==> config.mk <==
export PLATFORM = sky130hd
export DESIGN_NAME = mux_scan_serializer_flat
export DESIGN_NICKNAME = d
export VERILOG_FILES = /design/src/rtl/mux_scan_pkg.sv /design/src/rtl/mux_scan_serializer_if.sv /design/src/rtl/mux_scan_serializer_mux_32x1.sv /design/src/rtl/mux_scan_serializer.sv /design/src/flat_wrapper.sv
export SDC_FILE = /design/constraint.sdc
export NUM_CORES = 1
export LEC_CHECK = 0
export ABC_AREA = 1
export CORE_ASPECT_RATIO = 0.8
export CORE_MARGIN = 3
export CORE_UTILIZATION = 43
export DETAILED_ROUTE_END_ITERATION = 10
export GPL_TIMING_DRIVEN = 0
export MAX_ROUTING_LAYER = met4
export PLACE_DENSITY = 0.79
export SLEW_MARGIN = 25
export SYNTH_ARGS = -nofsm -noshare
export SYNTH_HDL_FRONTEND = slang
export SYNTH_SLANG_ARGS = --single-unit
==> constraint.sdc <==
create_clock -name clk -period 4.9 [get_ports clk]
set_input_delay 0.98 -clock clk [delete_from_list [all_inputs] [get_ports clk]]
set_output_delay 0.98 -clock clk [all_outputs]
set_load 0.01 [all_outputs]
==> src/rtl/mux_scan_pkg.sv <==
// Shared types and defaults for the mux scan serializer.
package mux_scan_pkg;

  typedef enum logic {
    IDLE,
    SHIFT
  } state_t;

  localparam int K_DEF  = 32;
  localparam int CW_DEF = 16;

endpackage

==> src/rtl/mux_scan_serializer_if.sv <==
// Load-word and serial-bit valid/ready handshakes of the scan serializer.
interface mux_scan_serializer_if
  import mux_scan_pkg::*;
#(
  parameter int K = K_DEF
);

  logic         load_valid;
  logic         load_ready;
  logic [K-1:0] load_data;
  logic         bit_valid;
  logic         bit_ready;
  logic         bit_out;
  logic         last;

  modport master (
    output load_valid,
    output load_data,
    output bit_ready,
    input  load_ready,
    input  bit_valid,
    input  bit_out,
    input  last
  );

  modport slave (
    input  load_valid,
    input  load_data,
    input  bit_ready,
    output load_ready,
    output bit_valid,
    output bit_out,
    output last
  );

endinterface

==> src/rtl/mux_scan_serializer_mux_32x1.sv <==
// Bit-select mux; width is N, select is SW bits.
module mux_32x1 #(
  parameter int N  = 32,
  parameter int SW = 5
) (
  input  logic [N-1:0]  d,
  input  logic [SW-1:0] s,
  output logic          y
);

  assign y = d[s];

endmodule

==> src/rtl/mux_scan_serializer.sv <==
// Scans a loaded word bit-by-bit onto a serial handshake, driving sel.
// MUX_SCAN_MSB_FIRST_EN: scan from bit K-1 down to 0 instead of 0 up.
module mux_scan_serializer
  import mux_scan_pkg::*;
#(
  parameter int K  = K_DEF,
  parameter int SW = $clog2(K),
  parameter int CW = CW_DEF
) (
  input  logic          clk,
  input  logic          rst_n,
  mux_scan_serializer_if.slave io,
  output logic [SW-1:0] sel,
  output logic          busy,
  output logic [CW-1:0] frame_cnt
);

`ifdef MUX_SCAN_MSB_FIRST_EN
  localparam logic [SW-1:0] SEL_START = SW'(K-1);
  localparam logic [SW-1:0] SEL_END   = '0;
`else
  localparam logic [SW-1:0] SEL_START = '0;
  localparam logic [SW-1:0] SEL_END   = SW'(K-1);
`endif

  state_t       state;
  logic [K-1:0] data_q;
  logic [SW-1:0] sel_nxt;

`ifdef MUX_SCAN_MSB_FIRST_EN
  assign sel_nxt = sel - 1'b1;
`else
  assign sel_nxt = sel + 1'b1;
`endif

  assign busy          = (state == SHIFT);
  assign io.bit_valid  = busy;
  assign io.last       = busy && (sel == SEL_END);
  // Ready during the last-bit handshake so a new word loads bubble-free
  assign io.load_ready = !busy || (io.last && io.bit_ready);

  mux_32x1 #(
    .N  (K),
    .SW (SW)
  ) u_mux (
    .d (data_q),
    .s (sel),
    .y (io.bit_out)
  );

  always_ff @(posedge clk) begin
    if (!rst_n) begin
      state     <= IDLE;
      sel       <= SEL_START;
      data_q    <= '0;
      frame_cnt <= '0;
    end else begin
      unique case (state)
        IDLE: begin
          if (io.load_valid) begin
            data_q <= io.load_data;
            sel    <= SEL_START;
            state  <= SHIFT;
          end
        end
        SHIFT: begin
          if (io.bit_ready) begin
            if (io.last) begin
              frame_cnt <= frame_cnt + 1'b1;
              if (io.load_valid) begin
                data_q <= io.load_data;
                sel    <= SEL_START;
              end else begin
                state <= IDLE;
              end
            end else begin
              sel <= sel_nxt;
            end
          end
        end
        default: state <= IDLE;
      endcase
    end
  end

endmodule
==> src/flat_wrapper.sv <==
// flat-port wrapper written by rule: the top's interface ports become plain ports
module mux_scan_serializer_flat import mux_scan_pkg::*;
#(
  parameter int K  = K_DEF,
  parameter int SW = $clog2(K),
  parameter int CW = CW_DEF
)
  (clk, rst_n, sel, busy, frame_cnt, io_load_valid, io_load_data, io_bit_ready, io_load_ready, io_bit_valid, io_bit_out, io_last);
  mux_scan_serializer_if #(.K(K)) io_i ();
  input  logic clk;
  input  logic rst_n;
  output logic [SW-1:0] sel;
  output logic busy;
  output logic [CW-1:0] frame_cnt;
  input wire logic [$bits(io_i.load_valid)-1:0] io_load_valid;
  input wire logic [$bits(io_i.load_data)-1:0] io_load_data;
  input wire logic [$bits(io_i.bit_ready)-1:0] io_bit_ready;
  output wire logic [$bits(io_i.load_ready)-1:0] io_load_ready;
  output wire logic [$bits(io_i.bit_valid)-1:0] io_bit_valid;
  output wire logic [$bits(io_i.bit_out)-1:0] io_bit_out;
  output wire logic [$bits(io_i.last)-1:0] io_last;
  assign io_i.load_valid = io_load_valid;
  assign io_i.load_data = io_load_data;
  assign io_i.bit_ready = io_bit_ready;
  assign io_load_ready = io_i.load_ready;
  assign io_bit_valid = io_i.bit_valid;
  assign io_bit_out = io_i.bit_out;
  assign io_last = io_i.last;
  mux_scan_serializer #(.K(K), .SW(SW), .CW(CW)) u_core (.clk(clk), .rst_n(rst_n), .io(io_i), .sel(sel), .busy(busy), .frame_cnt(frame_cnt));
endmodule
After elaboration in Yosys (flattened, before gate mapping)
Cells that the tools add are included.
- register bits after elaboration: 54
- latch bits: 0
- memory bits (writable): 0
- bits in read-only memories: 0
- input port bits: 36
- output and inout port bits: 26
- memories: 0
- $add $sub $neg: 2
- multiply operators: 0
- div/mod/pow operators: 0
- magnitude comparators: 1
- equal/unequal tests: 3
- shift operators: 0
- mux-type cells: 14
- bitwise gates (word level): 1
- reductions and logical operators: 6
- operators with widths (operator ; count):
    two-way mux 32 bit ; 3
    case mux 32 bit (2 select lines) ; 1
    adder 16 x 1 -> 16 bit, second input constant ; 1
    two-way mux 5 bit ; 3
    case mux 5 bit (2 select lines) ; 1
    less-than comparator 5 x 6 -> 1 bit, second input constant ; 1
    adder 5 x 1 -> 5 bit, second input constant ; 1
    binary-select mux 1 bit (select 5 bit) ; 1
    equality test 5 bit, second input constant ; 1
    two-way mux 1 bit ; 4
    AND reduction 3 bit ; 1
    logical AND 1 bit ; 2
    != test 2 x 1 -> 1 bit, second input constant ; 1
    != test 2 bit, second input constant ; 1
    case mux 1 bit (2 select lines) ; 1
    AND reduction 2 bit ; 1
    logical NOT 1 bit ; 1
    logical OR 1 bit ; 1
    inverter 1 bit ; 1

Longest topological paths before layout
- depth after elaboration: 5
- depth in mapped cells: 12
- gate-level depth less buffers: 12

Hierarchy
From an unflattened synthesis, not the netlist that was laid out.
- cells, all modules: 385
- area total of the unflattened synthesis: 2710.1 um^2
- by module, submodules not included (module ; times used ; cells each ; area an instance (um^2) ; sequential area each (um^2)):
    mux_scan_serializer ; 1 ; 307 ; 2334.7 ; 1081.0
    mux_32x1 ; 1 ; 78 ; 375.4 ; 0.0

Least setup slack after synthesis
Ideal clock, no wire load.
- kind: register to output
- start point: reg u_core.sel[0]
- end point: out io_bit_out
- arrival: 1.254 ns
- setup slack: 2.666 ns
- stages on the path, launching flop included: 12
- cells stage by stage: dfxtp_1 -> buf_4 -> inv_1 -> buf_4 -> nand2_1 -> nand3_1 -> nand3_1 -> nand2_1 -> nor2_1 -> nand2_1 -> nand2_1 -> inv_1
- cells in the longest elaborated chain, start to end: 2
- ends and longest elaborated chain (element ; line ; text):
    start, declared ; mux_scan_serializer.sv:13 ; output logic [SW-1:0] sel,
    start signal, assigned ; mux_scan_serializer.sv:77 ; sel <= sel_nxt;
    binary-select mux 1 bit (select 5 bit) ; mux_scan_serializer_mux_32x1.sv:11 ; assign y = d[s];
    two-way mux 1 bit (implied by the code) ; mux_scan_serializer_mux_32x1.sv:11 ;
    end, declared ; flat_wrapper.sv:20 ; output wire logic [$bits(io_i.bit_out)-1:0] io_bit_out;
No other way between the ends. The select of a mux whose other input is x is not followed.

Final worst setup path
- start point: in io_bit_ready
- end point: out io_load_ready
- cells in the longest elaborated chain, start to end: 2
- ends and longest elaborated chain (element ; line ; text):
    start, declared ; flat_wrapper.sv:17 ; input wire logic [$bits(io_i.bit_ready)-1:0] io_bit_ready;
    logical AND 1 bit ; mux_scan_serializer.sv:40 ; assign io.load_ready = !busy || (io.last && io.bit_ready);
    logical OR 1 bit ; mux_scan_serializer.sv:40 ;
    end, declared ; flat_wrapper.sv:18 ; output wire logic [$bits(io_i.load_ready)-1:0] io_load_ready;
No other way between the ends.

==> impl_metrics.ini <==
[status]
outcome = finished, final reports clean

[logic_synthesis]
async_flop_share_pct = 0
syn-num-nets = 403
yosysUniqueCellTypes = 25
ys_warn_count = 0
ys.flop_type = dfxtp_1
synth_top_area_share_pct = 42.5
synth_seq_cells = 54
synth_top_family_by_area = simple AND/OR/NAND/NOR gates
synth_edf_count = 0
ys_seq_area_share_pct = 42.5
synth_compound_area_share_pct = 12.2
muxShareOfSynthArea_pct = 0
synthCells = 364
synthAdderAreaFrac_pct = 1.47
syn_area_um2 = 2550
synthTopCellsByArea = dfxtp_1 42%, nand2_1 19%, a21oi_1 9.6%
synth_top_cell_by_area = dfxtp_1
syn_avg_cell_area_um2 = 7.00
yosys.area_share.simple_pct = 34.1
synthXorXnorAreaFrac_pct = 1.03

[sta]
finalSetupViolCount = 0
hold_violations = 0
period_share_pct = 68.3
maxSlewViolCount = 0
tightest_slew_ps = 482
finalClockSkew_ps = 8.35
rsz0062_at_grt = no
whs_ps = 467
maxSlewHeadroom_pct = 67.9
setup_tns_ps = 0
max_freq_mhz = 299
period_needed_ps = 3350

[min_path]
whs_path_depth = 2
hold_class = flop to flop

[placed_design]
port_buffers = 61
place_congestion = 0.888
hpwlAfterDp_mm = 4.64

[final_layout]
fillers = 529
areaGrowthSynthToFinish_pct = 31.5
layout.nets = 471
register_area_um2 = 1080
multi_input_area_um2 = 1240
layout_common_cells = 129 x nand2_1, 61 x clkdlybuf4s50_1, 54 x dfxtp_1, 49 x a21oi_1, 28 x inv_1
diodes = 0
final_layout_size_suffix_gt1_share_pct = 7.85
layout_commonest_cell = nand2_1

[drt]
drt-total-wl_mm = 6.17
drt_iter0_markers = 144
drcViolationCount = 0
wl_per_cell_um = 12.1
first_pass_iters = 4
vias = 2508
viasPerCell = 4.91
postRouteAntennaNets = 0

[clock_tree]
clk-insertion-delay-late_ps = 310
post_cts_buffers = 0
holdBufCountCts = 0
cts_buffers = 5
cts_resized = 0
cts_tree = done
cts_buffer_depth = 2
htree_levels = 2
root_buffer = clkbuf_8
clkSlewWorstSetupHoldPaths_ps = 100
cts_sinks = 54

[critical_path]
critical_path_cell_count = 4
crit_arrival_ps = 2370
worstSetupPathType = input port to primary output
crit_buf_inv = 2
critical_path.endpoint_type = primary output
critical_path.max_fanout = 5
critical_path.max_stage_delay_ps = 580
critPathTopFamily = buffers and inverters
crit_required_ps = 3920
start_kind = input port
cp_common_cell = clkdlybuf4s50_1
cp_slowest_cell = clkdlybuf4s50_1
rr_worst_depth = 10
crit_chain = clkdlybuf4s50_1, nand3_4, nand2_2, clkdlybuf4s50_1

[floorplanning]
core_area_um2 = 5590
dieWidth_um = 92.0
row_count = 24
die_h_um = 74.8
ioPinCount = 62
dieArea_um2 = 6890
start_util_pct = 45.6

[global_route]
antenna_found_initial = 0
overflow = 0
grt_first_pass_wirelength_mm = 10.0
grt_use_total_pct = 18.5
grt_pass1_vias = 2222
grt_start_max_net_pins = 17

[power]
p_leak_nw = 1.32
p_per_area_nw_per_um2 = 250
irDropWorstVdd_mv = 0.149

[job]
cap_violations = 0
logic make-up after synthesis:
kind of cell	Yosys count
flops	54
compound gates	61
xor+xnor	3
simple gates	197
fa+ha+maj	3
buf+inv	46
flip-flops by register name (all words and copies together), names as in the netlist:
signal and flops:
u_core.busy 1, u_core.sel 5, u_core.frame_cnt 16, u_core.data_q 32
Yosys cell counts (3+ instances only):
master,n
nand2_1,129
dfxtp_1,54
a21oi_1,49
inv_1,28
nand3_1,26
nor2_1,19
o21ai_0,10
nor3_1,8
buf_2,5
clkbuf_1,4
nand2_2,4
nor2_4,4
buf_4,3
buf_6,3
ha_1,3
nand3_2,3
xor2_1,3
path summary, 6_finish.rpt:
path / slack [ps] / start / end
worst max-delay path: 1550 / io_bit_ready / io_load_ready
worst min-delay path: 470 / u_core.data_q[28] / u_core.data_q[28]
worst max register to register: 2980 / u_core.sel[2] / u_core.data_q[19]
worst min register to register: 470 / u_core.data_q[28] / u_core.data_q[28]
stage by stage:
step                      util, %  power, mW  cell area, um2  std cells  setup WS, ps
final                        60.0      0.837            3350        511          1550
after global routing         60.0      0.872            3350        511          1360
after CTS                    60.0      0.840            3350        511          1550
after detailed placement     58.3      0.587            3250        503          1560
after global placement       58.3      0.584            3250        503          1570
after floorplan                 -      0.534            2550        364          2670
where the power goes:
group          internal, mW  switching, mW
combinational        0.0570         0.0555
clock                 0.114          0.146
sequential            0.455        0.00941
final cells by class:
cell class	instances	share of cell area (%)
Buffer	16	3.29
Clock buffer	6	2.47
Clock inverter	2	0.374
Inverter	30	3.40
Multi-Input combinational cell	264	37.1
Sequential cell	54	32.3
Tap cell	78	2.91
Timing Repair Buffer	61	18.2
worst reg2reg max path: stages (launching register included):
cell and delay [ps]:
dfxtp_1 510, nand2_1 130, nor2_1 100, ha_1 230, nand3_4 140, nand2_2 120, nand2_2 130, clkinv_2 140
buf_6 140, nand2_1 50, a21oi_1 150
metal layers:
layer / vias up / global-route usage, % / wire (um)
li1: 1292 / - / -
met1: 1125 / 24.7 / 2920
met2: 79 / 28.3 / 2780
met3: 12 / 4.30 / 381
met4: 0 / 5.60 / 91
met5: - / - / 0
Note: power is estimated with default switching activity, not from simulation.
